===== src/rtl/pbp_pkg.sv =====
// Shared types and default sizing for the PBP serial match path.
package pbp_pkg;
  localparam int PBP_CODE_WIDTH = 8;
  localparam int PBP_GAP        = 1;

  typedef enum logic [1:0] {ST_IDLE, ST_SHIFT, ST_GAP} pbp_state_t;
endpackage


===== src/rtl/pbp_piso_reg.sv =====
// Parallel-in serial-out register with zero fill, so the output settles to 0
// once every bit has left. Bit order follows SERIAL_LSB_FIRST_EN.
module pbp_piso_reg
  import pbp_pkg::*;
#(
  parameter int WIDTH = PBP_CODE_WIDTH
) (
  input  logic             CLK,
  input  logic             RST_N,
  input  logic             load,
  input  logic             shift,
  input  logic [WIDTH-1:0] din,
  output logic             sout
);
  logic [WIDTH-1:0] q;

  always_ff @(posedge CLK or negedge RST_N) begin
    if (!RST_N)     q <= '0;
    else if (load)  q <= din;
`ifdef SERIAL_LSB_FIRST_EN
    else if (shift) q <= q >> 1;
`else
    else if (shift) q <= q << 1;
`endif
  end

`ifdef SERIAL_LSB_FIRST_EN
  assign sout = q[0];
`else
  assign sout = q[WIDTH-1];
`endif
endmodule


===== src/rtl/pbp_serial_loader.sv =====
// Captures ENTRY/KEY on START and streams them on X/Y as a fixed-length frame.
// SERIAL_LSB_FIRST_EN selects LSB-first bit order (default MSB-first).
module pbp_serial_loader
  import pbp_pkg::*;
#(
  parameter int WIDTH = PBP_CODE_WIDTH,
  parameter int GAP   = PBP_GAP
) (
  input  logic             CLK,
  input  logic             RST_N,
  input  logic             START,
  input  logic [WIDTH-1:0] ENTRY,
  input  logic [WIDTH-1:0] KEY,
  output logic             X,
  output logic             Y,
  output logic             FRAME,
  output logic             BUSY,
  output logic             DONE
);
  localparam int CW = $clog2(WIDTH + GAP + 1);
  localparam logic [CW-1:0] LAST  = CW'(WIDTH + GAP - 1);
  localparam logic [CW-1:0] WLAST = CW'(WIDTH - 1);

  pbp_state_t    state;
  logic [CW-1:0] cnt, cnt_nx;
  logic          load, shift;

  assign cnt_nx = cnt + CW'(1);
  assign load   = (state == ST_IDLE) && START;
  assign shift  = (state == ST_SHIFT);

  pbp_piso_reg #(.WIDTH(WIDTH)) u_entry (
    .CLK(CLK), .RST_N(RST_N), .load(load), .shift(shift), .din(ENTRY), .sout(X)
  );
  pbp_piso_reg #(.WIDTH(WIDTH)) u_key (
    .CLK(CLK), .RST_N(RST_N), .load(load), .shift(shift), .din(KEY), .sout(Y)
  );

  // cnt is the index of the current frame cycle; DONE is set one edge early
  // so it is registered and lands on index LAST.
  always_ff @(posedge CLK or negedge RST_N) begin
    if (!RST_N) begin
      state <= ST_IDLE;
      cnt   <= '0;
      FRAME <= 1'b0;
      BUSY  <= 1'b0;
      DONE  <= 1'b0;
    end else begin
      case (state)
        ST_IDLE: begin
          FRAME <= 1'b0;
          BUSY  <= 1'b0;
          DONE  <= 1'b0;
          if (START) begin
            state <= ST_SHIFT;
            cnt   <= '0;
            FRAME <= 1'b1;
            BUSY  <= 1'b1;
            DONE  <= (LAST == '0);
          end
        end
        default: begin
          FRAME <= 1'b0;
          if (cnt == LAST) begin
            state <= ST_IDLE;
            cnt   <= '0;
            BUSY  <= 1'b0;
            DONE  <= 1'b0;
          end else begin
            cnt   <= cnt_nx;
            DONE  <= (cnt_nx == LAST);
            state <= (cnt >= WLAST) ? ST_GAP : ST_SHIFT;
          end
        end
      endcase
    end
  end
endmodule

===== config.mk =====
export PLATFORM = sky130hd
export DESIGN_NAME = pbp_serial_loader
export DESIGN_NICKNAME = d
export VERILOG_FILES = /design/src/rtl/pbp_pkg.sv /design/src/rtl/pbp_piso_reg.sv /design/src/rtl/pbp_serial_loader.sv
export SDC_FILE = /design/constraint.sdc
export NUM_CORES = 1
export LEC_CHECK = 0
export CAP_MARGIN = 20
export CORE_ASPECT_RATIO = 1.4
export CORE_MARGIN = 2
export CORE_UTILIZATION = 54
export CTS_BUF_LIST = sky130_fd_sc_hd__clkbuf_8
export CTS_CLUSTER_DIAMETER = 30
export CTS_CLUSTER_SIZE = 40
export DETAILED_ROUTE_END_ITERATION = 12
export GPL_ROUTABILITY_DRIVEN = 0
export PLACE_DENSITY = 0.89
export SLEW_MARGIN = 20
export SYNTH_ARGS = -nofsm -noshare
export SYNTH_HDL_FRONTEND = slang
export SYNTH_SLANG_ARGS = --single-unit

===== constraint.sdc =====
create_clock -name CLK -period 1.7 [get_ports CLK]
set_clock_uncertainty 0.1 [all_clocks]
set_input_delay 0.51 -clock CLK [delete_from_list [all_inputs] [get_ports CLK]]
set_output_delay 0.51 -clock CLK [all_outputs]
set_load 0.01 [all_outputs]

=== Yosys cells after proc, flatten, opt, wreduce, memory -nomap -nowiden ===
Cells that the tools add are included.

* Register bits: 25
* Bits of input ports: 19
* Output and inout port bits: 5
* Logic and storage cells: 34

* Add/subtract/negate cells: 1
* Magnitude comparators: 1
* Eq/ne operators: 4
* Multiplexer cells: 17
* Reduce and logical (&&, ||, !) cells: 4

{| class="wikitable"
|+ Operators by type and width
! kind !! number
|-
| $mux 8 || 4
|-
| $mux 4 || 3
|-
| $eq 4x4->1 const B || 2
|-
| $mux 2 || 4
|-
| $mux 1 || 6
|-
| $add 4x1->4 const B || 1
|-
| $ge 4x3->1 const B || 1
|-
| $reduce_bool 2->1 || 2
|-
| $eq 2x1->1 const B || 1
|-
| $logic_not 2->1 || 1
|-
| $ne 2x2->1 const B || 1
|-
| $logic_and 1x1->1 || 1
|}

=== Depth between registers and ports, before layout ===
* Depth in word-level cells: 4
* Mapped depth: 5

=== Modules after synthesis ===
From an unflattened synthesis, not the netlist that was laid out.

* Cells, all modules: 115
* Area, all modules: 1,216.2 sq um

{| class="wikitable"
|+ By module, submodules not included
! module !! instances !! cells each !! area an instance (sq um)
|-
| pbp_piso_reg || 2 || 34 || 369.1
|-
| pbp_serial_loader || 1 || 47 || 478.0
|}

=== Least setup slack after synthesis ===
Ideal clock, no wire load.

* Path type: input-to-reg
* From: in START
* To: reg cnt[2]
* Library setup time: 0.078 ns
* Arrival: 1.169 ns
* Required time: 1.522 ns
* Slack: 0.354 ns
* Stages on the path: 4
* Buffers on the path: 1
* Cell sequence: buf_2 -> or3_4 -> o21ai_1 -> o2bb2ai_1

* Word-level cells in the longest chain between the ends: 1

{| class="wikitable"
|+ Ends and longest elaborated chain
! what !! line !! text
|-
| start: declaration || pbp_serial_loader.sv:11 || <nowiki>input logic START,</nowiki>
|-
| $ne 2x2->1 (no line) || n/a ||
|-
| end signal: assignment || pbp_serial_loader.sv:70 || <nowiki>cnt <= cnt_nx;</nowiki>
|-
| end: declaration || pbp_serial_loader.sv:25 || <nowiki>logic [CW-1:0] cnt, cnt_nx;</nowiki>
|}

No other way between the ends.
A chain may end at the register's enable or synchronous reset.

=== Worst setup path in the final report ===
* From: reg u_entry.q[7]
* To: out X

{| class="wikitable"
|+ RTL lines
! what !! line !! text
|-
| start: declaration || pbp_piso_reg.sv:15 || <nowiki>logic [WIDTH-1:0] q;</nowiki>
|-
| start signal: assignment || pbp_piso_reg.sv:19 || <nowiki>else if (load) q <= din;</nowiki>
|-
| start signal: assignment || pbp_piso_reg.sv:23 || <nowiki>else if (shift) q <= q << 1;</nowiki>
|-
| end: declaration || pbp_serial_loader.sv:14 || <nowiki>output logic X,</nowiki>
|}

No word-level cell between the ends.

==> reports/qor.yml <==
cts:
  cts.sinks: 25
  htree_levels: 1
  clk_path_buf_depth: 2
  cts_buffers: 3
  path_clk_slew_ps: 90
  cts_hold_buf: 0
  clock_insertion_delay_worst_skew_ps: 260
  cts_setup_buffers: 0
  cts_tree: "yes"
  root_buffer: "clkbuf_8"
  post_cts_resized: 5
power_and_ir_drop:
  p_leak_nw: 0.697
  ir_drop_uv: 1040
  power_density_mw_per_mm2: 1570
critical_path:
  path_cells: "dlygate4sd2_1"
  reg2reg_depth: 5
  arrival_ps: 950
  worstPathRequired_ps: 1090
  cp-end-kind: "output pin"
  critPathKind: "flop to output pin"
  slowest_delay_ps: 400
  slowest_stage: "dfrtp_1"
  cp-start-kind: "flop"
  path_buf_inv: 1
  path_delay_family: "flip-flops"
  critical_path_cell_count: 1
  critPathMaxFanout: 3
sta:
  finalCritPeriodShare: 0.919
  hold_viol_final: 0
  finalSetupViolCount: 0
  finalMaxSlewViolations: 0
  layout_min_cycle_time_ps: 1560
  slew-limit-headroom: 0.778
  timing.fmax_mhz: 640
  hold-worst-slack_ps: 434
  worst_slew_pin_slew_ps: 332
  setup_ws_ps: 137
  rsz0062_at_grt: "false"
run_status:
  outcome: "completed"
floorplan:
  start_util: 0.559
  ios: 24
  num_rows: 21
  die_y_um: 62.6
  die_x_um: 45.8
  core-area_mm2: 0.00236
  dieArea_mm2: 0.00287
worst_hold_path:
  holdPathStages: 2
  min-delay-path-class: "flop to flop"
synth:
  syn-cell-area_mm2: 0.00132
  ys_warn_count: 0
  synthMuxAreaShare: 0.00757
  syn_nets: 159
  synth_top_cell_by_area: "dfrtp_1"
  syn_inst: 137
  synth_top_family_by_area: "compound AO/OA/AOI/OAI gates"
  synth_top_area_frac: 0.473
  synth_area_per_cell_um2: 9.65
  synth_cell_type_count: 28
  synth_adder_area_share: 0.0284
  synthXorXnorAreaFrac: 0.00662
  synth-simple-area-share: 0.160
  ys_ff_latch: 25
  synth_compound_area_frac: 0.256
  synth.area.top_cells: "dfrtp_1, nor2b_1, a22oi_1"
  ys_seq_area_frac: 0.473
grt:
  track_usage: 0.222
  grtUsageMet2: 0.347
  grt_pass1_vias: 1063
  grt_max_degree: 26
  met1_usage: 0.296
  grt_overflow: 0
  grt_pass1_wl_um: 4820
  grt_util_met3: 0.0347
  grt.busiest_layer: "met2"
  antenna_found_initial: 0
run:
  max_cap_violations: 0
cells_and_area:
  final_cell_count_no_fill: 183
  antennaDiodeCount: 0
  layout_commonest_cell: "dfrtp_1"
  final_nets: 183
  drive_above_1_share: 0.0875
  area_delta_synth_final_pct: 20.8
  n_fill_cell: 195
  most-common-layout-cells: "dfrtp_1, a21oi_1, clkdlybuf4s50_1, nor2b_1, o21ai_0"
  design_area_mm2: 0.00160
route:
  routed_wl_um: 2870
  vias: 1087
  viasPerCell: 5.94
  drt-initial-drc-count: 36
  drtAntennaViolNets: 0
  first_pass_iters: 4
  wl_per_cell_um: 15.7
  drc: 0
placed_design:
  io_buffer_count: 23
  placed_cell_area_mm2: 0.00156
  post-place-ws_ps: -144
  placedCellCount: 179
  dp_hpwl_um: 2100
## cell usage after synthesis (all sizes together)
master	number
a22oi	14
nand3b	1
nand2	8
nand3	4
a21oi	18
mux2i	1
a31oi	1
or2	2
a41oi	1
clkbuf	2
dfrtp	25
or3	1
nor2b	18
buf	9
xnor2	1
ha	3
nand2b	1
o31ai	1
nor2	1
inv	4
o2bb2ai	1
o21ai	20
## kinds of logic (layout without fill, tap and decap cells)
kind of cell | Yosys count | count (layout)
xor gates and xnor gates | 1 | 1
adders and majority gates | 3 | 3
and+or+nand+nor | 36 | 36
DFF | 25 | 25
muxes | 1 | 1
AOI/OAI and AO/OA | 56 | 56
buffers and inverters | 15 | 38
## where the power goes
part | internal (mW) | leakage (nW) | switching (mW)
combinational | 0.500 | 0.348 | 0.579
sequential | 0.837 | 0.322 | 0.244
clock | 0.161 | 0.0269 | 0.181
## through the flow
stage	util	setup TNS, ps	power [mW]
floorplan	-	0	1.88
global placement	0.659	-1210	2.10
detailed placement	0.659	-1850	2.19
CTS	0.676	0	2.51
global route	0.676	0	2.72
finish	0.676	0	2.50
## routing by layer
layer  vias up  wire [µm]
li1        529          -
met1       527       1200
met2        27       1510
met3         4        107
met4         0         44
met5         -          0
## tightest hold or removal path: cells and delay by family, from the launching register on
kind,cells,cell delay [ps]
flops,1,370
compound gates,1,70
simple gates,1,60
## flip-flops by register name, summed over array words and instances (netlist names)
signal     count
state          2
DONE           1
cnt            4
FRAME          1
u_key.q        8
u_entry.q      8
BUSY           1
## area by class of cell
| class | instances | area [µm²] | area share |
|---|---|---|---|
| clock inverter | 1 | 3.75 | 0.00235 |
| clock buffer | 3 | 41.3 | 0.0258 |
| inverter | 4 | 15.0 | 0.00940 |
| sequential | 25 | 626 | 0.392 |
| multi-input combinational | 97 | 607 | 0.380 |
| timing repair buffer | 30 | 277 | 0.173 |
| tap | 23 | 28.8 | 0.0180 |
## final timing paths
kind,slack (ps),from,end
max reg2reg,250,cnt[0],cnt[0]
min in group asynchronous,500,RST_N,u_key.q[3]
min,430,u_key.q[0],u_key.q[0]
max,140,u_entry.q[7],X
min reg2reg,430,u_key.q[0],u_key.q[0]
max in group asynchronous,750,RST_N,u_key.q[0]
(Power assumes the default switching activity.)
